### src/rtl/axi4_rr_burst_arbiter_pkg.sv
// Shared types and defaults for the round-robin burst arbiter.
// Optional feature macro used by the top: ARB_TIMEOUT_EN (forced release from ARB_DATA).
package axi_arb_pkg;

  typedef enum logic [1:0] {
    ARB_IDLE = 2'd0,
    ARB_ADDR = 2'd1,
    ARB_DATA = 2'd2
  } arb_state_e;

  localparam int ARB_TIMEOUT_DEFAULT = 4096;

endpackage

### src/rtl/axi4_rr_burst_arbiter_if.sv
// Request/grant bundle between the requesting side and the arbiter.
// slave: arbiter view; master: requester/interconnect view.
interface axi4_rr_burst_arbiter_if #(
  parameter int NUM   = 8,
  parameter int NSIZE = $clog2(NUM)
);
  logic [NUM-1:0]   req;
  logic             addr_hs;
  logic             release_evt;
  logic [NSIZE-1:0] grant_idx;
  logic             grant_vld;
  logic [NUM-1:0]   grant_oh;
  logic             busy;
  logic             timeout_err;

  modport slave (
    input  req, addr_hs, release_evt,
    output grant_idx, grant_vld, grant_oh, busy, timeout_err
  );

  modport master (
    output req, addr_hs, release_evt,
    input  grant_idx, grant_vld, grant_oh, busy, timeout_err
  );
endinterface

### src/rtl/axi4_rr_burst_arbiter_pick.sv
// Combinational round-robin pick: first set request bit scanning from rr_ptr
// upward and wrapping NUM-1 -> 0. NUM need not be a power of two.
module arb_rr_pick #(
  parameter int NUM   = 8,
  parameter int NSIZE = $clog2(NUM)
) (
  input  logic [NUM-1:0]   req,
  input  logic [NSIZE-1:0] rr_ptr,
  output logic [NSIZE-1:0] winner,
  output logic             found
);

  int idx;

  // Walk NUM offsets from rr_ptr; the first requester hit wins.
  always_comb begin
    winner = '0;
    found  = 1'b0;
    idx    = 0;
    for (int i = 0; i < NUM; i++) begin
      idx = int'(rr_ptr) + i;
      if (idx >= NUM) idx = idx - NUM;
      if (!found && req[idx]) begin
        found  = 1'b1;
        winner = NSIZE'(idx);
      end
    end
  end

endmodule

### src/rtl/axi4_rr_burst_arbiter.sv
// Round-robin burst arbiter: grants one master from address phase until
// completion so interconnect routing stays stable for the whole burst.
// Optional macro ARB_TIMEOUT_EN adds a forced release after TIMEOUT cycles
// in ARB_DATA with a one-cycle timeout_err pulse.
module axi4_rr_burst_arbiter
  import axi_arb_pkg::*;
#(
  parameter int NUM     = 8,
  parameter int NSIZE   = $clog2(NUM),
  parameter int TIMEOUT = ARB_TIMEOUT_DEFAULT
) (
  input  logic                   clock,
  input  logic                   rst_n,
  axi4_rr_burst_arbiter_if.slave arb
);

  if (NUM < 2 || TIMEOUT < 2) begin : g_bad_cfg
    $error("axi4_rr_burst_arbiter: NUM and TIMEOUT must both be >= 2");
  end

  arb_state_e       state_q, state_d;
  logic [NSIZE-1:0] rr_ptr_q, rr_ptr_d;
  logic [NSIZE-1:0] grant_idx_q, grant_idx_d;
  logic             grant_vld_q, grant_vld_d;
  logic [NUM-1:0]   grant_oh_q, grant_oh_d;
  logic             busy_q, busy_d;
  logic [NSIZE-1:0] winner;
  logic             found;
  logic             release_now;

`ifdef ARB_TIMEOUT_EN
  localparam int CNT_W = $clog2(TIMEOUT);
  logic [CNT_W-1:0] tmo_cnt_q, tmo_cnt_d;
  logic             timeout_err_q, timeout_err_d;
`endif

  arb_rr_pick #(.NUM(NUM), .NSIZE(NSIZE)) u_pick (
    .req    (arb.req),
    .rr_ptr (rr_ptr_q),
    .winner (winner),
    .found  (found)
  );

  // Next-state: arbitrate in IDLE, hold grant through ADDR/DATA, release on completion.
  always_comb begin
    state_d     = state_q;
    rr_ptr_d    = rr_ptr_q;
    grant_idx_d = grant_idx_q;
    grant_vld_d = grant_vld_q;
    grant_oh_d  = grant_oh_q;
    release_now = 1'b0;
`ifdef ARB_TIMEOUT_EN
    tmo_cnt_d     = tmo_cnt_q;
    timeout_err_d = 1'b0;
`endif
    case (state_q)
      ARB_IDLE: begin
        if (found) begin
          state_d     = ARB_ADDR;
          grant_idx_d = winner;
          grant_oh_d  = {{(NUM-1){1'b0}}, 1'b1} << winner;
          grant_vld_d = 1'b1;
        end
      end
      ARB_ADDR: begin
        if (arb.addr_hs) begin
          if (arb.release_evt) begin
            release_now = 1'b1;
          end else begin
            state_d = ARB_DATA;
`ifdef ARB_TIMEOUT_EN
            tmo_cnt_d = '0;
`endif
          end
        end
      end
      ARB_DATA: begin
        if (arb.release_evt) begin
          release_now = 1'b1;
`ifdef ARB_TIMEOUT_EN
        end else if (tmo_cnt_q == CNT_W'(TIMEOUT - 1)) begin
          release_now   = 1'b1;
          timeout_err_d = 1'b1;
        end else begin
          tmo_cnt_d = tmo_cnt_q + CNT_W'(1);
`endif
        end
      end
      default: state_d = ARB_IDLE;
    endcase
    // Every exit to IDLE drops the grant and moves priority past the last winner.
    if (release_now) begin
      state_d     = ARB_IDLE;
      grant_vld_d = 1'b0;
      grant_oh_d  = '0;
      rr_ptr_d    = (grant_idx_q == NSIZE'(NUM - 1)) ? '0 : grant_idx_q + NSIZE'(1);
    end
    busy_d = (state_d != ARB_IDLE);
  end

  // State, priority pointer and registered grant outputs.
  always_ff @(posedge clock or negedge rst_n) begin
    if (!rst_n) begin
      state_q     <= ARB_IDLE;
      rr_ptr_q    <= '0;
      grant_idx_q <= '0;
      grant_vld_q <= 1'b0;
      grant_oh_q  <= '0;
      busy_q      <= 1'b0;
    end else begin
      state_q     <= state_d;
      rr_ptr_q    <= rr_ptr_d;
      grant_idx_q <= grant_idx_d;
      grant_vld_q <= grant_vld_d;
      grant_oh_q  <= grant_oh_d;
      busy_q      <= busy_d;
    end
  end

`ifdef ARB_TIMEOUT_EN
  // Timeout counter and its registered error pulse.
  always_ff @(posedge clock or negedge rst_n) begin
    if (!rst_n) begin
      tmo_cnt_q     <= '0;
      timeout_err_q <= 1'b0;
    end else begin
      tmo_cnt_q     <= tmo_cnt_d;
      timeout_err_q <= timeout_err_d;
    end
  end
  assign arb.timeout_err = timeout_err_q;
`else
  assign arb.timeout_err = 1'b0;
`endif

  assign arb.grant_idx = grant_idx_q;
  assign arb.grant_vld = grant_vld_q;
  assign arb.grant_oh  = grant_oh_q;
  assign arb.busy      = busy_q;

endmodule

### src/flat_wrapper.sv
// flat-port wrapper written by rule: the top's interface ports become plain ports
module axi4_rr_burst_arbiter_flat import axi_arb_pkg::*;
#(
  parameter int NUM     = 8,
  parameter int NSIZE   = $clog2(NUM),
  parameter int TIMEOUT = ARB_TIMEOUT_DEFAULT
)
  (clock, rst_n, arb_req, arb_addr_hs, arb_release_evt, arb_grant_idx, arb_grant_vld, arb_grant_oh, arb_busy, arb_timeout_err);
  axi4_rr_burst_arbiter_if #(.NUM(NUM), .NSIZE(NSIZE)) arb_i ();
  input  logic clock;
  input  logic rst_n;
  input wire logic [$bits(arb_i.req)-1:0] arb_req;
  input wire logic [$bits(arb_i.addr_hs)-1:0] arb_addr_hs;
  input wire logic [$bits(arb_i.release_evt)-1:0] arb_release_evt;
  output wire logic [$bits(arb_i.grant_idx)-1:0] arb_grant_idx;
  output wire logic [$bits(arb_i.grant_vld)-1:0] arb_grant_vld;
  output wire logic [$bits(arb_i.grant_oh)-1:0] arb_grant_oh;
  output wire logic [$bits(arb_i.busy)-1:0] arb_busy;
  output wire logic [$bits(arb_i.timeout_err)-1:0] arb_timeout_err;
  assign arb_i.req = arb_req;
  assign arb_i.addr_hs = arb_addr_hs;
  assign arb_i.release_evt = arb_release_evt;
  assign arb_grant_idx = arb_i.grant_idx;
  assign arb_grant_vld = arb_i.grant_vld;
  assign arb_grant_oh = arb_i.grant_oh;
  assign arb_busy = arb_i.busy;
  assign arb_timeout_err = arb_i.timeout_err;
  axi4_rr_burst_arbiter #(.NUM(NUM), .NSIZE(NSIZE), .TIMEOUT(TIMEOUT)) u_core (.clock(clock), .rst_n(rst_n), .arb(arb_i));
endmodule
### config.mk
export PLATFORM = sky130hd
export DESIGN_NAME = axi4_rr_burst_arbiter_flat
export DESIGN_NICKNAME = d
export VERILOG_FILES = /design/src/rtl/axi4_rr_burst_arbiter_pkg.sv /design/src/rtl/axi4_rr_burst_arbiter_if.sv /design/src/rtl/axi4_rr_burst_arbiter_pick.sv /design/src/rtl/axi4_rr_burst_arbiter.sv /design/src/flat_wrapper.sv
export SDC_FILE = /design/constraint.sdc
export NUM_CORES = 1
export LEC_CHECK = 0
export ABC_AREA = 1
export BUFFER_PORTS_ARGS = -buffer_cell sky130_fd_sc_hd__buf_2
export CELL_PAD_IN_SITES_DETAIL_PLACEMENT = 1
export CELL_PAD_IN_SITES_GLOBAL_PLACEMENT = 2
export CORE_MARGIN = 2
export CORE_UTILIZATION = 35
export DETAILED_ROUTE_END_ITERATION = 7
export PLACE_DENSITY_LB_ADDON = 0.12
export REMOVE_ABC_BUFFERS = 1
export SETUP_SLACK_MARGIN = 0.4
export SYNTH_ARGS = -nofsm -noshare
export SYNTH_HDL_FRONTEND = slang
export SYNTH_SLANG_ARGS = --single-unit
### constraint.sdc
create_clock -name clock -period 4.1 [get_ports clock]
set_input_delay 1.23 -clock clock [delete_from_list [all_inputs] [get_ports clock]]
set_output_delay 1.23 -clock clock [all_outputs]
set_load 0.03 [all_outputs]
Word level (Yosys, flattened, before mapping)
Index checks and enable logic that the tools add are counted.
Widths: inputs -> output; s select.
{"block": "totals", "word_cells": 125, "inputBits": 12, "reg_bits": 18, "out_inout_bits": 14}
{"block": "op_classes", "reduce_logical": 20, "n_eq_ne": 3, "addsub": 16, "muxes": 63, "shift": 1, "magnitude_cmp": 16}
{"operator": "$lt 32x5->1 const B", "n": 8}
{"operator": "$mux 32", "n": 8}
{"operator": "$sub 4x4->5 const B", "n": 7}
{"operator": "$mux 1", "n": 29}
{"operator": "$ge 4x4->1 const B", "n": 7}
{"operator": "$mux 3", "n": 9}
{"operator": "$bmux 1 s3", "n": 8}
{"operator": "$mux 8", "n": 3}
{"operator": "$add 3x3->4 const B", "n": 4}
{"operator": "$add 3x2->4 const B", "n": 2}
{"operator": "$mux 2", "n": 4}
{"operator": "$shl 1x3->8 const A", "n": 1}
{"operator": "$logic_and 1x1->1", "n": 7}
{"operator": "$logic_not 1->1", "n": 7}
{"operator": "$pmux 2 s3", "n": 1}
{"operator": "$reduce_bool 2->1", "n": 3}
{"operator": "$sub 3x4->5 const B", "n": 1}
{"operator": "$add 3x1->4 const B", "n": 1}
{"operator": "$ge 3x4->1 const B", "n": 1}
{"operator": "$reduce_and 2->1", "n": 2}
{"operator": "$add 3x1->3 const B", "n": 1}
{"operator": "$eq 3x3->1 const B", "n": 1}
{"operator": "$eq 2x1->1 const B", "n": 1}
{"operator": "$eq 2x2->1 const B", "n": 1}
{"operator": "2 further kinds", "n": 2}

Logic depth before layout (Yosys ltp)
Gate-level depths: netlist of run 1.
{"block": "logic_depth", "depth_word": 31, "mapped_depth": 19, "mapped_depth_nobuf": 17}

Hierarchy
Synthesis of run 1 repeated with hierarchy kept, for this count alone.
{"block": "unflattened", "hier_cells": 252, "area_unflattened_um2": 1721.7}
{"mod": "axi4_rr_burst_arbiter", "cells_per_inst": 116, "n_inst": 1, "seq_area_each_um2": 450.4, "area_each_um2": 918.4}
{"mod": "arb_rr_pick", "cells_per_inst": 136, "n_inst": 1, "seq_area_each_um2": 0.0, "area_each_um2": 803.3}

Least setup slack after synthesis of run 1
Ideal clock, no wire load.
{"block": "synth_path", "path_kind": "input port to flip-flop", "start": "input arb_release_evt", "end": "register u_core.grant_oh_q[0] (netlist: u_core.arb.grant_oh[0])", "cell_stages": 7, "arrival_ps": 2495, "required_ps": 3983, "n_path_buf": 0, "setup_ps": 117, "slack_ps": 1489, "cell_sequence": "inv_1 -> nor3_1 -> inv_1 -> nand3_1 -> nor2_2 -> nand2_1 -> nand2_1"}
{"block": "synth_via", "elab_chain_cells": 5, "elab_cells_between_ends": 7, "cone_classes": "4 x mux; 3 x reduce/logical"}
{"item": "from (decl)", "line": "flat_wrapper.sv:14", "source": "input wire logic [$bits(arb_i.release_evt)-1:0] arb_release_evt;"}
{"item": "$mux 1 (*)", "line": "axi4_rr_burst_arbiter.sv:67, axi4_rr_burst_arbiter.sv:78"}
{"item": "$mux 1", "line": "axi4_rr_burst_arbiter.sv:66", "source": "if (arb.addr_hs) begin"}
{"item": "$pmux 1 s2 (*)", "line": "axi4_rr_burst_arbiter.sv:56", "source": "case (state_q)"}
{"item": "$reduce_bool 2->1 (no line)"}
{"item": "$reduce_and 2->1 (no line)"}
{"item": "to (signal assigned)", "line": "axi4_rr_burst_arbiter.sv:115", "source": "grant_oh_q <= grant_oh_d;"}
{"item": "to (decl)", "line": "axi4_rr_burst_arbiter.sv:25", "source": "logic [NUM-1:0] grant_oh_q, grant_oh_d;"}
Every way passes the cells marked *; elsewhere a longest branch is shown, timed or not.
A chain may end at the register's enable or synchronous reset.

Worst setup path in the final report of run 1
{"block": "layout_path", "start": "register u_core.rr_ptr_q[1]", "end": "register u_core.grant_oh_q[2] (netlist: u_core.arb.grant_oh[2])"}
{"block": "layout_via", "elab_chain_cells": 31, "elab_cells_between_ends": 91, "cone_classes": "15 x add/sub; 8 x order compare; 1 x shift; 51 x mux; 16 x reduce/logical"}
{"item": "from (decl)", "line": "axi4_rr_burst_arbiter.sv:22", "source": "logic [NSIZE-1:0] rr_ptr_q, rr_ptr_d;"}
{"item": "from (signal assigned)", "line": "axi4_rr_burst_arbiter.sv:112", "source": "rr_ptr_q <= rr_ptr_d;"}
{"item": "branches (longest 31 deep; another with $sub 4x4->5)"}
Parallel ways; which one is timed is not known. The select of a mux whose other input is x is not followed.

==> metrics.txt, run 1 <==
CTS clk-pin slew, worst paths=70 ps; vias in the first global route=1650; post-cts sizing count=0; FMAX=around 340 MHz; core box area=4755 um^2; global-route wire length before repair=7.817 mm; Crit Path Class=reg -> reg; Worst EP arrival=approximately 3100 ps; starting density of the core=0.3650; largest net degree at the start of global routing=19; grt ovf=0; Worst Reg-to-Reg Cells=16; Vias/cell=4.883; Tcrit/Tclk final=0.7134; most numerous cell on the critical path=nand3_1; DRT iter0 DRCs=30; deepest clock path buffer count=2; Yosys reg bits=18; Synth area leader=dfrtp_1; reg2reg start=u_core.rr_ptr_q[1]; CP delay by family, top=simple AND/OR/NAND/NOR gates; Residual DRC=0; Mean Syn Cell Area=7.231 um^2; CP max FO=9; CP Launch Point=u_core.rr_ptr_q[1]; Synth warnings=0; most area-consuming cells after synthesis=dfrtp_1 26%, nand2_1 14%, nand3_1 9.2%; status=completed; CTS Buf Count=3; worst min-delay path category=reg -> reg; # diodes=0; Worst Path Buf+Inv=3; routed via count=1621; Critical R2R Capture=u_core.arb.grant_oh[2]; CTS tree=yes; clk sinks=18; Setup TNS=0 ps; Rows=25; final net count=roughly 290; Worst Skew=around 4.8 ps; Cell variety after synth=38; cts hold-fix bufs=0; chip height=between 70 and 80 um; Syn Inst Count=240; Setup crit start kind=flip-flop; Post-CTS Setup Inserts=0; Port Buf Inserts=24; unrepaired setup endpoints after global routing=false; Routability Congestion=around 0.79; Area Growth Syn to Fin=12.76%; hold endpoint=u_core.arb.grant_oh[4]; Area after DPL=1902 um^2; count of pins over their slew limit=0; antenna violations before repair=0; Post-Syn Area=roughly 1700 um^2; crit end category=flip-flop; chip width=74.42 um; drt pass-1 iters=4; sequential fraction of the synthesis area=0.2596; Max H-tree Level=1; total die area=5538 um^2; Antenna Violating Nets Remaining=0; Tot GR Track Use=0.1804; final hold vios=0; WL final=4.428 mm; clk_lat worst skew=~260 ps; average wire per standard cell=about 13 um; most frequent cells in the layout=67 x nand2_1, 32 x nand3_1, 24 x buf_2; internal reg-to-reg setup slack=1180 ps; Synth top area share=0.2596; WHS Path Cells=2; maxcap violations=0; Slowest Stage Delay on Critical Path=620 ps; CP Cell Sequence=inv_2 > ha_1 > buf_4 > inv_1 > nand3_1 > nand3_1 > nand2_2 > nor2_4 > nand4_4 > nor2_8 > nand3_1 > nand3_1 > nor2_1 > nor2_1 > nand2_1 > nand2_1; final-report setup violation count=0; Tmin final=2925 ps; hold_sp=u_core.arb.grant_oh[4]; most common cell after layout, fill and taps aside=nand2_1; critical path's slowest cell=dfrtp_1; final instance area=about 2000 um^2; DP Wirelength=roughly 3.7 mm; layout cell share with drive strength beyond 1=0.2792; CP Data Required Time=4300 ps; clock root buffer=clkbuf_8; Ports=26
per-layer routing:
| metal | vias to the layer above | GRT usage | wire length (um) |
|---|---|---|---|
| met5 | - | 0 | 0 |
| met4 | 0 | 0.02579 | 31 |
| met3 | 5 | 0.02710 | 126 |
| met2 | 20 | 0.2871 | 2007 |
| met1 | 766 | 0.2644 | 2262 |
| li1 | 830 | - | - |
Yosys cell counts:
library cell,instances
nand2_1,67
nand3_1,32
inv_1,21
dfrtp_1,18
nor2_1,17
nand2_2,12
ha_1,8
nand3_2,7
o21ai_0,7
nand4_1,6
a21oi_1,5
inv_2,4
nand2_4,3
nor2_2,3
buf_4,2
buf_6,2
inv_4,2
nor2_4,2
nor2_8,2
o21ai_1,2
a21boi_0,1
a21oi_2,1
a31oi_1,1
buf_8,1
conb_1,1
nand3_4,1
nand3b_4,1
nand4_2,1
nand4_4,1
nor3_1,1
o21ai_2,1
o21bai_1,1
o31ai_1,1
or2_2,1
xnor2_1,1
xnor2_2,1
xor2_1,1
xor2_2,1
how the worst max path moves through the flow:
stage                              to  slack [ps]  cells after the start
6_report       u_core.arb.grant_oh[2]        1180                     16
5_1_grt        u_core.arb.grant_oh[2]         860                     17
4_1_cts        u_core.arb.grant_oh[2]        1140                     16
3_5_place_dp   u_core.arb.grant_oh[2]        1090                     12
3_3_place_gp   u_core.arb.grant_oh[6]        1090                     12
2_1_floorplan  u_core.arb.grant_oh[0]        1490                      7
worst reg2reg max path, delay by kind of cell (launching register included):
family	cells	cell delay, ps
adder cells (fa/ha/maj)	1	320
buffers and inverters	3	540
flip-flops	1	620
AND/OR/NAND/NOR	12	1410
kinds of logic (layout without fill, tap and decap cells):
kind of cell    count (synthesis)  after routing  synth area share
other cells                     1              1          0.002161
simple gates                  157            157            0.4932
xor+xnor                        4              4           0.02885
fa+ha+maj                       8              8           0.05768
buf+inv                        32             57           0.09156
flops                          18             18            0.2596
compound gates                 20             20           0.06706
per-stage QoR:
stage | utilization | instances | setup WS [ps] | hold WS [ps]
2_1_floorplan | - | 235 | 1489 | 630.6
3_3_place_gp | 0.4000 | 328 | 1091 | 457.7
3_5_place_dp | 0.4000 | 328 | 1086 | 460.6
4_1_cts | 0.4116 | 332 | 1145 | 480.0
5_1_grt | 0.4116 | 332 | 857.1 | 506.4
6_report | 0.4116 | 332 | 1175 | 472.3
flip-flops by register name, summed over array words and instances (netlist names):
register	flops
u_core.arb.grant_oh	8
u_core.arb.grant_idx	3
u_core.rr_ptr_q	3
u_core.state_q	2
u_core.arb.busy	1
u_core.arb.grant_vld	1
cell type report:
class | count | area (um^2)
flip-flops and latches | 18 | 450.4
well taps | 67 | 83.83
repair buffers | 26 | 135.1
multi-input cells | 190 | 1126
clock buffers | 4 | 55.05
fillers | 647 | 2798
inverters | 27 | 106.4
Power of run 1 is left out: the tool's default activity adds up to more than one toggle a clock period on the data nets, which glitch-free logic cannot reach.
==> run 2, diff against run 1 <==
ABC_AREA = 0   (was 1)
CORE_UTILIZATION = 32   (was 35)
clock period = 2.65 ns   (was 4.1 ns; I/O delays follow)
==> metrics.txt, run 2 <==
status=finished, violations left; failing checks=negative setup slack; most frequent cells after synthesis=23 x nand2_1, 18 x dfrtp_1, 13 x mux2_2, 13 x nor2_1, 12 x o21ai_0; maxcap violations=0 (unchanged); Routability Congestion=0.8183 (+3.7%); grt ovf=0 (unchanged); count leader, synth=nand2_1; antenna violations before repair=0 (unchanged); crit end category=flip-flop; Mean Syn Cell Area=9.228 um^2 (+28%); Largest register FFs=8 (unchanged); clk_lat worst skew=250 ps (about the same); Fillers=591 (-8.7%); average wire per standard cell=16.85 um (+26%); setup ws final=-181.3 ps (-1356 ps); starting density of the core=0.3372 (-0.02780); Worst Skew=1.936 ps (-2.825 ps); Port Buf Inserts=24 (unchanged); main combinational cell family by area after synthesis=multiplexers; Yosys reg bits=18 (unchanged); CTS tree=yes; EDFF count, synth=0 (unchanged); Area Growth Syn to Fin=53.23%; Crit Path Class=reg -> reg; chip height=77.83 um (+4.6%); Synth warnings=0 (unchanged); layout cell share with drive strength beyond 1=0.5714 (+0.2922); routed via count=1799 (+11%); wire length on met3=139 um (+10%); chip width=77.83 um (+4.6%); CP Cell Sequence=buf_6 > buf_8 > mux4_2 > mux2_4 > and4b_2 > nand2_4 > a211o_1 > o21ai_2 > or3b_4 > o21ai_1; largest net degree at the start of global routing=19 (unchanged); Cell variety after synth=51 (+34%); Synth area leader=dfrtp_1; critical path's slowest cell=mux4_2; most area-consuming cells after synthesis=dfrtp_1 26%, mux4_2 9.0%, mux2_2 8.4%; Max H-tree Level=1 (unchanged); XOR/XNOR Fraction of Synth Area=0.01435 (-0.01449); vias in the first global route=1890 (+15%); Synth top area share=0.2582 (-0.001303); WL final=5.662 mm (+28%); total die area=6057 um^2 (+9.4%); Synth Area in Adders=0.05739 (-0.0002896); Routed met2 length=3.098 mm (+54%); deepest clock path buffer count=2 (unchanged); # diodes=0 (unchanged); worst min-delay path category=in -> async; global-route wire length before repair=9.625 mm (+23%); CP max FO=6 (-3); Setup crit start kind=flip-flop; unrepaired setup endpoints after global routing=true; Synth Area in Compound Gates=0.2195 (+0.1525); CTS Buf Count=3 (unchanged); Tmin final=2831 ps (-93.57 ps); final-report setup violation count=11 (+11); most frequent cells in the layout=50 x buf_4, 24 x buf_2, 21 x nand2_1; Rows=26 (+4.0%); drt pass-1 iters=4 (unchanged); Ports=26 (unchanged); Syn Inst Count=189 (-21%); CTS clk-pin slew, worst paths=70 ps (about the same); clk sinks=18 (unchanged); mux share of post-synthesis cell area=0.2346 (+0.2346); DRT iter0 DRCs=63 (+110%); met1 WL=2.276 mm (+0.62%); sequential fraction of the synthesis area=0.2582 (-0.001303); Main synth FF type=dfrtp_1; Simple-Gate Fraction of Synth Area=0.1636 (-0.3296); ys async rst share=1.000 (unchanged); core box area=5172 um^2 (+8.8%); clock root buffer=clkbuf_8; final net count=287 (+0.35%); Tot GR Track Use=0.1979 (+0.01749); count of pins over their slew limit=0 (unchanged); Post-Syn Area=1744 um^2 (+0.50%); FMAX=353.2 MHz (+3.3%); Slowest Stage Delay on Critical Path=530 ps (-90 ps); Residual DRC=0 (unchanged); DP Wirelength=4.408 mm (+18%); cts hold-fix bufs=0 (unchanged); post-place setup slack=-555.5 ps (-1641 ps); Vias/cell=5.354 (+9.7%); final hold vios=0 (unchanged); Antenna Violating Nets Remaining=0 (unchanged); Top Layer Used=met4; Worst EP arrival=3010 ps (-110 ps); most common cell after layout, fill and taps aside=buf_4; CP Data Required Time=2830 ps (-1470 ps); Tcrit/Tclk final=1.068 (+0.3550)
-- run 2: per-layer routing --
metal / up-vias / GRT usage
li1: 858 / -
met1: 897 / 0.2292
met2: 32 / 0.3776
met3: 12 / 0.01512
met4: 0 / 0.06786
met5: - / 0
-- run 2: stage by stage --
step / instance area (um^2) / util / std cells / hold WS (ps) / setup TNS (ps)
final: 2673 / 0.5167 / 336 / 459.9 / -1351
after global routing: 2673 / 0.5167 / 336 / 481.7 / -2883
after CTS: 2505 / 0.4843 / 328 / 474.0 / -1804
after detailed placement: 2210 / 0.4272 / 315 / 465.4 / -6497
after global placement: 2210 / 0.4272 / 315 / 462.8 / -4976
after floorplan: 1694 / - / 180 / 499.4 / -10860
-- run 2: worst paths after layout --
kind                                               end                    from  slack [ps]  depth (start not counted)
worst max-delay path            u_core.arb.grant_oh[1]      u_core.rr_ptr_q[0]        -180                         10
worst min-delay path                 u_core.state_q[1]                   rst_n         460                          1
worst max register to register  u_core.arb.grant_oh[1]      u_core.rr_ptr_q[0]        -180                         10
worst min register to register  u_core.arb.grant_oh[3]  u_core.arb.grant_oh[3]         480                          2
max in group asynchronous           u_core.rr_ptr_q[0]                   rst_n        1880                          1
min in group clock              u_core.arb.grant_oh[3]  u_core.arb.grant_oh[3]         480                          2
-- run 2: kinds of logic after synthesis --
| group | count (synthesis) |
|---|---|
| AOI/OAI and AO/OA | 53 |
| adders and majority gates | 8 |
| DFF | 18 |
| xor gates and xnor gates | 2 |
| buffers and inverters | 19 |
| and+or+nand+nor | 58 |
| muxes | 30 |
| other | 1 |
-- run 2: area by class of cell --
| type | count | area [um^2] | area share |
|---|---|---|---|
| Timing Repair Buffer | 82 | 589.3 | 0.2205 |
| Clock buffer | 4 | 55.05 | 0.02060 |
| Multi-Input combinational cell | 152 | 1450 | 0.5426 |
| Inverter | 10 | 38.79 | 0.01451 |
| Tap cell | 70 | 87.58 | 0.03277 |
| Sequential cell | 18 | 451.7 | 0.1690 |
-- run 2: critical path, delay by kind of cell (launching register included) --
| family | cells | cell delay, ps |
|---|---|---|
| muxes | 2 | 820 |
| and+or+nand+nor | 3 | 820 |
| buffers and inverters | 2 | 250 |
| DFF | 1 | 410 |
| AOI/OAI and AO/OA | 3 | 460 |
-- run 2: repair_timing --
action	CTS	global route
gates resized for setup	42	26
endpoints found under the hold margin	0	0
setup endpoints to repair	15	15
buffers inserted	9	8
pin swaps	13	7
Power of run 2 is left out for the same reason.
